File: config.mk
export PLATFORM = sky130hd
export DESIGN_NAME = cache_ctrl_nway
export DESIGN_NICKNAME = d
export VERILOG_FILES = /design/src/rtl/cache_ctrl_nway_pkg.sv /design/src/rtl/cache_ctrl_nway_plru.sv /design/src/rtl/cache_ctrl_nway.sv
export SDC_FILE = /design/constraint.sdc
export NUM_CORES = 1
export LEC_CHECK = 0
export BUFFER_PORTS_ARGS = -buffer_cell sky130_fd_sc_hd__buf_2
export CORE_MARGIN = 2
export CORE_UTILIZATION = 43
export DETAILED_ROUTE_END_ITERATION = 8
export GPL_ROUTABILITY_DRIVEN = 1
export SLEW_MARGIN = 10
export SYNTH_ARGS = -nofsm -noshare
export SYNTH_HDL_FRONTEND = slang
export SYNTH_SLANG_ARGS = --single-unit
export TNS_END_PERCENT = 100
File: constraint.sdc
create_clock -name clk -period 4.1 [get_ports clk]
set_input_delay 0.205 -clock clk [delete_from_list [all_inputs] [get_ports clk]]
set_output_delay 0.205 -clock clk [all_outputs]
set_load 0.05 [all_outputs]
File: src/rtl/cache_ctrl_nway_pkg.sv
// Shared types and width helpers for the N-way cache controller.
package cache_pkg;

  typedef enum logic [2:0] {
    IDLE,
    COMPARE,
    WRITEBACK,
    ALLOCATE,
    REFILL_WAIT
  } ctrl_state_t;

  function automatic int way_idx_w(int ways);
    return (ways > 1) ? $clog2(ways) : 1;
  endfunction

  function automatic int plru_w(int ways);
    return ways - 1;
  endfunction

endpackage

File: src/rtl/cache_ctrl_nway_plru.sv
// Per-set tree-PLRU bit store: combinational victim walk and access update.
module plru_tree import cache_pkg::*; #(
  parameter int WAYS = 4,
  parameter int SETS = 16
) (
  input  logic                         clk,
  input  logic                         rst,
  input  logic [$clog2(SETS)-1:0]      rd_set,
  output logic [way_idx_w(WAYS)-1:0]   victim,
  input  logic [$clog2(SETS)-1:0]      upd_set,
  input  logic [way_idx_w(WAYS)-1:0]   upd_way,
  input  logic                         upd_en
);

  localparam int WAY_IDX_W = way_idx_w(WAYS);
  localparam int PLRU_W    = plru_w(WAYS);
  localparam int LEVELS    = $clog2(WAYS);

  logic [PLRU_W-1:0] bits [SETS];
  logic [PLRU_W-1:0] rd_bits;
  logic [PLRU_W-1:0] upd_bits;
  logic [PLRU_W-1:0] upd_next;
  int unsigned       rd_node;
  int unsigned       upd_node;
  logic              rd_b;
  logic              upd_b;

  assign rd_bits  = bits[rd_set];
  assign upd_bits = bits[upd_set];

  // Heap-ordered nodes: children of n are 2n+1 (lower half) and 2n+2 (upper half).
  always_comb begin
    victim  = '0;
    rd_node = 0;
    rd_b    = 1'b0;
    for (int unsigned l = 0; l < LEVELS; l++) begin
      rd_b    = |((rd_bits >> rd_node) & PLRU_W'(1));
      victim  = victim | (WAY_IDX_W'(rd_b) << (LEVELS - 1 - l));
      rd_node = 2 * rd_node + (rd_b ? 2 : 1);
    end
  end

  always_comb begin
    upd_next = upd_bits;
    upd_node = 0;
    upd_b    = 1'b0;
    for (int unsigned l = 0; l < LEVELS; l++) begin
      upd_b    = |((upd_way >> (LEVELS - 1 - l)) & WAY_IDX_W'(1));
      upd_next = (upd_next & ~(PLRU_W'(1) << upd_node)) | (PLRU_W'(!upd_b) << upd_node);
      upd_node = 2 * upd_node + (upd_b ? 2 : 1);
    end
  end

  always_ff @(posedge clk) begin
    if (rst) begin
      for (int unsigned s = 0; s < SETS; s++) bits[s] <= '0;
    end else if (upd_en) begin
      bits[upd_set] <= upd_next;
    end
  end

endmodule

File: src/rtl/cache_ctrl_nway.sv
// N-way write-back cache controller with tree-PLRU, invalid-first victim choice.
// Optional CACHE_CTRL_FAST_HIT_EN keeps COMPARE on a hit when another request is pending.
module cache_ctrl_nway import cache_pkg::*; #(
  parameter int WAYS = 4,
  parameter int SETS = 16
) (
  input  logic                      clk,
  input  logic                      rst,
  input  logic [3:0]                ufp_rmask,
  input  logic [3:0]                ufp_wmask,
  input  logic [$clog2(SETS)-1:0]   set_idx,
  input  logic [WAYS-1:0]           way_hit,
  input  logic [WAYS-1:0]           way_valid,
  input  logic [WAYS-1:0]           way_dirty,
  input  logic                      dfp_resp,
  output logic                      ufp_resp,
  output logic                      dfp_read,
  output logic                      dfp_write,
  output logic [WAYS-1:0]           data_we,
  output logic                      data_src,
  output logic [WAYS-1:0]           tag_we,
  output logic [WAYS-1:0]           valid_we,
  output logic [WAYS-1:0]           dirty_we,
  output logic                      dirty_in,
  output logic                      addr_sel,
  output logic [$clog2(WAYS)-1:0]   victim_way,
  output logic                      busy
);

  localparam int WAY_IDX_W = way_idx_w(WAYS);

  ctrl_state_t          state, state_next;
  logic [WAY_IDX_W-1:0] victim_q, victim_sel, hit_idx, inv_idx, plru_victim;
  logic [WAYS-1:0]      hit_oh, victim_oh;
  logic                 hit, any_inv, req, is_write, plru_upd;

  assign req       = (|ufp_rmask) || (|ufp_wmask);
  assign is_write  = |ufp_wmask;
  assign hit_oh    = WAYS'(1) << hit_idx;
  assign victim_oh = WAYS'(1) << victim_q;

  // Lowest-index priority resolves both multi-hit and the first invalid way.
  always_comb begin
    hit     = 1'b0;
    hit_idx = '0;
    any_inv = 1'b0;
    inv_idx = '0;
    for (int unsigned i = 0; i < WAYS; i++) begin
      if (way_hit[i] && !hit) begin
        hit     = 1'b1;
        hit_idx = WAY_IDX_W'(i);
      end
      if (!way_valid[i] && !any_inv) begin
        any_inv = 1'b1;
        inv_idx = WAY_IDX_W'(i);
      end
    end
    victim_sel = any_inv ? inv_idx : plru_victim;
  end

  plru_tree #(
    .WAYS (WAYS),
    .SETS (SETS)
  ) u_plru (
    .clk     (clk),
    .rst     (rst),
    .rd_set  (set_idx),
    .victim  (plru_victim),
    .upd_set (set_idx),
    .upd_way (hit_idx),
    .upd_en  (plru_upd)
  );

  always_ff @(posedge clk) begin
    if (rst) begin
      state    <= IDLE;
      victim_q <= '0;
    end else begin
      state <= state_next;
      if (state == COMPARE && !hit) victim_q <= victim_sel;
    end
  end

  always_comb begin
    state_next = state;
    ufp_resp   = 1'b0;
    dfp_read   = 1'b0;
    dfp_write  = 1'b0;
    data_we    = '0;
    data_src   = 1'b0;
    tag_we     = '0;
    valid_we   = '0;
    dirty_we   = '0;
    dirty_in   = 1'b0;
    addr_sel   = 1'b0;
    plru_upd   = 1'b0;
    unique case (state)
      IDLE: if (req) state_next = COMPARE;
      COMPARE: begin
        if (hit) begin
          ufp_resp = 1'b1;
          plru_upd = 1'b1;
          if (is_write) begin
            data_we  = hit_oh;
            dirty_we = hit_oh;
            dirty_in = 1'b1;
          end
`ifdef CACHE_CTRL_FAST_HIT_EN
          state_next = req ? COMPARE : IDLE;
`else
          state_next = IDLE;
`endif
        end else begin
          state_next = (way_valid[victim_sel] && way_dirty[victim_sel]) ? WRITEBACK : ALLOCATE;
        end
      end
      WRITEBACK: begin
        dfp_write = 1'b1;
        addr_sel  = 1'b1;
        if (dfp_resp) state_next = ALLOCATE;
      end
      ALLOCATE: begin
        dfp_read = 1'b1;
        if (dfp_resp) begin
          data_we    = victim_oh;
          tag_we     = victim_oh;
          valid_we   = victim_oh;
          dirty_we   = victim_oh;
          data_src   = 1'b1;
          state_next = REFILL_WAIT;
        end
      end
      REFILL_WAIT: state_next = COMPARE;
      default:     state_next = IDLE;
    endcase
  end

  assign victim_way = victim_q;
  assign busy       = (state != IDLE);

endmodule

==> out/results.tsv <==
metric	value	unit
Pwr Density	352.7	mW/mm2
Cell Area, Placed	0.003093	mm2
Die Width	85.52	um
Avg WL per Cell	17.13	um
ant diodes	0	
Die H	85.52	um
FMAX	0.3884	GHz
first-pass detailed-route iteration total	4	
hold slack	0.2160	ns
setup bufs post-CTS	0	
max_slew headroom	0.4004	
Leakage Power	1.324	nW
DR iter-0 viols	173	
share of layout cells above drive strength 1	0.2424	
commonest non-fill, non-tap cell in the layout	nor2_1	
status	finished, final reports clean	
Post-Syn Instances	257	
H-tree depth	2	
final std cells w/o fill	374	
Synth top area share	0.5044	
syn avg cell area	11.12	um2
Post-Layout Inst Area	0.003201	mm2
VDD IR-drop max	181.0	uV
critical-path maximum fanout	9	
CTS Buffer Depth	2	
max-cap violations	0	
Initial Utilization	0.4475	
Vias/cell	5.567	
core area	0.006386	mm2
Nets	323	
sequential share of the synthesized area	0.5394	
largest net degree at the start of global routing	24	
# IOs	52	
#FFs+latches synth	53	
yosys warns	0	
class of the worst hold path	in2reg	
syn_nets	284	
RSZ-0062 raised after global routing	false	
Design Power	1.129	mW
most frequent cells in the layout	nor2_1 (64), buf_2 (51), edfxtp_1 (48)	
root buffer cell	clkbuf_8	
final hold violations	0	
antenna violations before repair	0	
total CTS buffers	5	
Final ANT Viol Nets	0	
grt ovf	0	
worst slew pin tran	0.8942	ns
hpwl dp	4.546	mm
synth top area cells	edfxtp_1 (50%), nor2_1 (8.4%), mux4_1 (5.5%), mux4_2 (4.7%), nand2_1 (3.7%)	
CTS resizes	0	
clock sinks	53	
global-route usage over all layers	0.1862	
fin crit share	0.6280	
Worst Setup End Kind	flop	
first-pass GRT wire length	10.26	mm
crit path time final	2.575	ns
Worst Clk Skew	0.01519	ns
WL final	6.405	mm
final core occ	0.5012	
vias in the first global route	2010	
Critical Path Start Type	flop	
endpoints failing setup	0	
RD Place Congestion	0.7840	
Placed Instances	366	
Hold-fix buffers, CTS	0	
Synth Cell Area	0.002858	mm2
dpl ws	1.487	ns
via count	2082	
FP Rows	29	
count of cell types in the netlist	45	
Critical Path AT	2.58	ns
Worst EP required	4.11	ns
die area	0.007314	mm2
TritonCTS clock tree	done	
cell taking the most area after synthesis	edfxtp_1	
path type of the worst setup path	reg2reg	
clk_lat worst skew	0.31	ns
DRC viols	0	
IO Port Bufs	51	
Pins Over Slew Limit	0	
final worst slack	1.525	ns
setup TNS	0	ns
Clk pin slew, worst setup/hold paths	0.09	ns
P&R area growth vs syn	12.00	%
==> state kept, by name (all words and copies together) (netlist names) <==
name         count
u_plru.bits     48
state            3
victim_way       2
==> final timing paths <==
kind,cells after the start,to,slack [ns],start
min reg2reg,1,state[1]$_SDFFE_PP0P_,0.56,state[2]$_SDFFE_PP0P_
max,6,u_plru.bits[4][2]$_SDFFCE_PN0P_,1.53,state[1]$_SDFFE_PP0P_
max reg2reg,6,u_plru.bits[4][2]$_SDFFCE_PN0P_,1.53,state[1]$_SDFFE_PP0P_
min,3,state[2]$_SDFFE_PP0P_,0.22,dfp_resp
==> synthesized netlist by cell type (all sizes together) <==
library cell / number
clkbuf: 5
a22oi: 4
nor3b: 3
and4b: 1
a21oi: 3
a221oi: 1
xnor2: 1
or4: 2
nor4: 3
a41o: 1
and2: 2
mux4: 12
dfxtp: 5
nor2b: 3
o31ai: 1
o211ai: 2
a211oi: 1
a21boi: 1
edfxtp: 48
o21ai: 2
o22ai: 1
nand2b: 16
nor2: 65
o32ai: 1
or3: 2
and3b: 2
o21bai: 2
mux2i: 4
o2111ai: 1
nand2: 29
buf: 15
nor3: 4
inv: 5
and3: 2
nand4: 1
a22o: 1
nand3: 5
==> layout make-up <==
cell class | instances | area [um2]
clock buffer | 6 | 72.57
clock inverter | 2 | 35.03
fill | 601 | 3186
inverter | 5 | 18.77
multi-input combinational | 179 | 1174
sequential | 53 | 1541
tap | 77 | 96.34
timing repair buffer | 52 | 262.8
==> power breakdown <==
group | switching, mW | total [mW] | internal, mW
registers | 0.00974 | 0.618 | 0.608
clock network | 0.172 | 0.354 | 0.182
logic | 0.104 | 0.158 | 0.0538
==> logic make-up (layout without fill, tap and decap cells) <==
family | count (synthesis) | in the layout | synth area share
simple gates | 140 | 140 | 0.2272
flops | 53 | 53 | 0.5394
buf+inv | 25 | 65 | 0.05166
compound gates | 22 | 22 | 0.06086
mux | 16 | 16 | 0.1178
xor+xnor | 1 | 1 | 0.003065
==> routing by layer <==
layer / vias to the layer above / routed length [um] / global-route usage / share of wire
li1: 1001 / - / - / -
met4: 0 / 112 / 0.06349 / 0.017
met3: 10 / 521 / 0.03465 / 0.081
met5: - / 0 / 0 / 0
met1: 979 / 2655 / 0.2414 / 0.41
met2: 92 / 3116 / 0.3161 / 0.49
==> worst max-delay path, cell delays in order (launching register included) <==
cell and delay [ns]:
dfxtp_1 0.39, nor2_1 0.28, nand2_1 0.12, nor3_1 0.35, nor3b_1 0.69, nand2_1 0.24, nand2b_1 0.22
(Power assumes the default switching activity.)
